### src/rtl/sqrt_seq_param.sv
// Iterative non-restoring integer square root: root = floor(sqrt(radicand)), remainder = radicand - root^2.
// One root bit per clock, start/done handshake; `SQRT_ROUND_EN rounds root to nearest (saturating).
module sqrt_seq_param #(
   parameter int RADICAND_WIDTH = 16
) (
   input  logic                          clk,
   input  logic                          reset,
   input  logic                          start,
   input  logic [RADICAND_WIDTH-1:0]     radicand,
   output logic                          busy,
   output logic                          done,
   output logic [RADICAND_WIDTH/2-1:0]   root,
   output logic [RADICAND_WIDTH/2:0]     remainder
);

   localparam int ROOT_WIDTH = RADICAND_WIDTH / 2;
   localparam int REM_WIDTH  = ROOT_WIDTH + 2;
   localparam int CNT_W      = (ROOT_WIDTH > 1) ? $clog2(ROOT_WIDTH) : 1;

   generate
      if ((RADICAND_WIDTH % 2) != 0 || RADICAND_WIDTH < 4) begin : g_bad_width
         $error("sqrt_seq_param: RADICAND_WIDTH must be even and >= 4");
      end
   endgenerate

   typedef enum logic [1:0] {
      IDLE = 2'd0,
      ITER = 2'd1,
      FIX  = 2'd2
   } state_t;

   state_t                    state, state_n;
   logic [RADICAND_WIDTH-1:0] operand, operand_n;
   logic [REM_WIDTH-1:0]      r, r_n;
   logic [ROOT_WIDTH-1:0]     q, q_n;
   logic [CNT_W-1:0]          count, count_n;
   logic                      busy_n, done_n;
   logic [ROOT_WIDTH-1:0]     root_n;
   logic [ROOT_WIDTH:0]       rem_n;

   // One non-restoring step on the current digit pair of the operand.
   logic [CNT_W:0]            digit_idx;
   logic [1:0]                digit;
   logic [REM_WIDTH-1:0]      r_shift;
   logic [REM_WIDTH-1:0]      r_step;
   logic [ROOT_WIDTH-1:0]     q_step;

   assign digit_idx = {count, 1'b0};
   assign digit     = operand[digit_idx +: 2];
   assign r_shift   = {r[REM_WIDTH-3:0], digit};
   assign r_step    = r[REM_WIDTH-1] ? (r_shift + {q, 2'b11})
                                     : (r_shift - {q, 2'b01});
   assign q_step    = {q[ROOT_WIDTH-2:0], ~r_step[REM_WIDTH-1]};

   // Final correction; the corrected remainder is non-negative and fits in
   // ROOT_WIDTH+1 bits, so the low bits alone give the exact result.
   logic [ROOT_WIDTH:0]       r_fix;
   logic [ROOT_WIDTH-1:0]     root_fix;

   assign r_fix = r[REM_WIDTH-1] ? (r[ROOT_WIDTH:0] + {q, 1'b1}) : r[ROOT_WIDTH:0];

`ifdef SQRT_ROUND_EN
   // remainder > floor_root means radicand > floor_root^2 + floor_root, i.e. sqrt is past the midpoint.
   assign root_fix = (r_fix > {1'b0, q}) ? ((&q) ? q : q + ROOT_WIDTH'(1)) : q;
`else
   assign root_fix = q;
`endif

   always_comb begin
      state_n   = state;
      operand_n = operand;
      r_n       = r;
      q_n       = q;
      count_n   = count;
      root_n    = root;
      rem_n     = remainder;
      done_n    = 1'b0;
      case (state)
         IDLE: begin
            if (start) begin
               operand_n = radicand;
               r_n       = '0;
               q_n       = '0;
               count_n   = CNT_W'(ROOT_WIDTH - 1);
               state_n   = ITER;
            end
         end
         ITER: begin
            r_n = r_step;
            q_n = q_step;
            if (count == '0) begin
               state_n = FIX;
            end else begin
               count_n = count - CNT_W'(1);
            end
         end
         FIX: begin
            r_n     = {1'b0, r_fix};
            root_n  = root_fix;
            rem_n   = r_fix;
            done_n  = 1'b1;
            state_n = IDLE;
         end
         default: begin
            state_n = IDLE;
         end
      endcase
      busy_n = (state_n != IDLE);
   end

   always_ff @(posedge clk) begin
      if (reset) begin
         state     <= IDLE;
         operand   <= '0;
         r         <= '0;
         q         <= '0;
         count     <= '0;
         busy      <= 1'b0;
         done      <= 1'b0;
         root      <= '0;
         remainder <= '0;
      end else begin
         state     <= state_n;
         operand   <= operand_n;
         r         <= r_n;
         q         <= q_n;
         count     <= count_n;
         busy      <= busy_n;
         done      <= done_n;
         root      <= root_n;
         remainder <= rem_n;
      end
   end

endmodule

### config.mk
export PLATFORM = sky130hd
export DESIGN_NAME = sqrt_seq_param
export DESIGN_NICKNAME = d
export VERILOG_FILES = /design/src/rtl/sqrt_seq_param.sv
export SDC_FILE = /design/constraint.sdc
export NUM_CORES = 1
export LEC_CHECK = 0
export CAP_MARGIN = 20
export CORE_MARGIN = 2
export CORE_UTILIZATION = 50
export DETAILED_ROUTE_END_ITERATION = 6
export PLACE_DENSITY = 0.72
export SYNTH_ARGS = -nofsm -noshare
export SYNTH_HDL_FRONTEND = slang
export SYNTH_SLANG_ARGS = --single-unit
### constraint.sdc
create_clock -name clk -period 4 [get_ports clk]
set_input_delay 0.8 -clock clk [delete_from_list [all_inputs] [get_ports clk]]
set_output_delay 0.8 -clock clk [all_outputs]
set_load 0.01 [all_outputs]
==> results_dict.tcl <==
set metrics [dict create \
    status "finished, final reports clean" \
    fmax_mhz 381 \
    io_pins 38 \
    place_area_um2 3710 \
    tightest_slew_ns 0.903 \
    cts_root_buf "clkbuf_8" \
    cts_hold_buf 0 \
    cts_sinks 58 \
    die_w_um 85.1 \
    diodes 0 \
    drive_above_1_share_pct 6.59 \
    hp-class "reg2reg" \
    crit_required_ns 4.26 \
    cts_htree_levels 3 \
    wl_per_cell_um 14.8 \
    whs_path_depth 2 \
    netlist_area_um2 3290 \
    critPathKind "reg2reg" \
    grt.total_usage_pct 22.2 \
    drt_iter0_markers 147 \
    via_count 2841 \
    regToRegSetupSlack_ns 1.38 \
    synth-edff-count 0 \
    min_from "remainder[2]" \
    placed_cells_incl_taps 486 \
    cts.path.max_buffers 2 \
    syn2layout_area_growth_pct 19.4 \
    rsz0062_at_grt "no" \
    fin_skew_ns 0.00458 \
    cp-end-kind "register" \
    worstPathMaxFanout 12 \
    ys_types 47 \
    multi_input_area_um2 2010 \
    fin_crit_sh_pct 65.6 \
    dp_hpwl_mm 5.47 \
    portBuffers 37 \
    grt_max_degree 41 \
    nets 461 \
    vias_per_cell 5.66 \
    yosysSeqAreaShare_pct 35.3 \
    crit_path_start_kind "register" \
    avgSynthCellArea_um2 8.53 \
    die-area_um2 7250 \
    fillers 601 \
    gp_congestion 0.844 \
    reg2reg_from "r[9]" \
    worstPathArrival_ns 2.89 \
    ir_drop_uv 250 \
    final_cells 502 \
    r2r_end "r[7]" \
    hold_violations 0 \
    slew_headroom_pct 39.4 \
    numCtsBuffers 9 \
    fin_util_pct 61.9 \
    p_per_area_nw_per_um2 413 \
    tns_ns 0 \
    grt_pass1_wl_mm 12.7 \
    fin_crit_ns 2.62 \
    cts.reportedPaths.clkPinSlew_ns 0.07 \
    grt_overflow 0 \
    reg2reg_depth 8 \
    total_power_mw 1.63 \
    drc_errors 0 \
    maxSlewViolCount 0 \
    core_area_um2 6350 \
    die_h_um 85.1 \
    syn-num-nets 427 \
    finalSetupViolations 0 \
    wl_mm 7.42 \
    drtPass1Iterations 5 \
    async_flop_share_pct 0 \
    cts_tree "done" \
    antenna_found_initial 0 \
    synth_cells 386 \
    initial_core_util_pct 51.8 \
    clk_latency_ns 0.35 \
    rows 29 \
    design_area_um2 3930 \
    ys.warnings.count 0 \
    p_leak_nw 1.51 \
    cts_setup_buffers 0 \
    register_area_um2 1160 \
    synth-main-ff-cell "dfxtp_1" \
    cts-resized-gates 0 \
    hold_end "remainder[2]" \
    synth_seq_cells 58 \
    max_cap_violations 0 \
    postRouteAntennaNets 0 \
    grt_pass1_vias 2667 \
]
## layer usage
metal  vias up  part of all wire [%]  GRT usage [%]  wire length [um]
li1       1446                     -              -                 -
met1      1336                    49           31.0              3670
met2        51                    44           33.4              3270
met3         8                   5.2           5.45               384
met4         0                   1.2           8.23                92
met5         -                     0              0                 0
## sequential cells by signal (all words and copies together) (netlist names)
name       flops
state          2
q              8
r             10
remainder      9
operand       16
count          3
busy           1
root           8
done           1
## power by group
| part | internal (mW) | switching, mW | total [mW] |
|---|---|---|---|
| Clock | 0.363 | 0.237 | 0.600 |
| Combinational | 0.173 | 0.209 | 0.381 |
| Sequential | 0.610 | 0.0345 | 0.644 |
## cell families after synthesis
family	synth area share, %
adders and majority gates	8.59
AOI/OAI and AO/OA	20.4
buffers and inverters	3.72
DFF	35.3
muxes	9.73
and+or+nand+nor	16.8
xor gates and xnor gates	5.47
## placed cells by master (no fill, tap or decap), types with 3 or more instances in the layout
| master | synthesis | layout |
|---|---|---|
| dfxtp_1 | 58 | 58 |
| nand2b_1 | 7 | 7 |
| nand2_1 | 52 | 52 |
| ha_1 | 21 | 21 |
| a211oi_1 | 10 | 10 |
| mux2i_1 | 17 | 17 |
| a31oi_1 | 4 | 4 |
| xor2_1 | 3 | 3 |
| nor2_1 | 48 | 48 |
| clkdlybuf4s50_1 | 0 | 36 |
| xnor2_1 | 15 | 15 |
| a32oi_1 | 4 | 4 |
| o21bai_1 | 3 | 3 |
| clkbuf_8 | 0 | 10 |
| clkinv_2 | 0 | 4 |
| inv_1 | 13 | 13 |
| a22oi_1 | 9 | 9 |
| nand3_1 | 5 | 5 |
| o21ai_0 | 14 | 14 |
| buf_4 | 0 | 4 |
| o211ai_1 | 3 | 3 |
| a21o_1 | 4 | 4 |
| a21oi_1 | 39 | 39 |
| mux4_1 | 4 | 4 |
| nor3_1 | 6 | 6 |
## worst max-delay path: stages, from the launching register on
cell and delay [ns]:
dfxtp_1 0.72, xnor2_1 0.13, ha_1 0.38, a21oi_1 0.24, nor2_1 0.09, o41ai_1 0.47, nor3_1 0.09, nand3b_1 0.21
a311oi_2 0.21
## Yosys cell counts, types with 6 or more instances
library cell  count  area, um2
a22oi_1           9       67.6
clkbuf_1         11       41.3
dfxtp_1          58       1160
mux2i_1          17        170
inv_1            13       48.8
ha_1             21        263
nor3_1            6       30.0
a21oi_1          39        195
xnor2_1          15        131
nand2_1          52        195
nand2b_1          7       43.8
a211oi_1         10       75.1
o21ai_0          14       70.1
nor2_1           48        180
## metrics by stage
step | hold WS (ns) | setup slack [ns]
floorplan | 0.444 | 1.05
global placement | 0.445 | 1.50
detailed placement | 0.457 | 1.41
CTS | 0.466 | 1.40
global route | 0.489 | 1.19
finish | 0.459 | 1.38
## layout make-up
class / instances / area share [%]
Multi-Input combinational cell: 296 / 51.1
Clock buffer: 10 / 3.50
Clock inverter: 6 / 2.04
Tap cell: 77 / 2.45
Sequential cell: 58 / 29.5
Timing Repair Buffer: 41 / 10.1
Inverter: 14 / 1.34
## worst max path at each step
stage,start,end,cells past startpoint
finish,r[9],r[7],8
detailed placement,r[9],r[7],8
CTS,r[9],r[7],8
global route,r[9],r[7],8
global placement,r[9],r[7],8
floorplan,r[9],r[7],11
No activity file was read; power rests on OpenSTA's default activity.
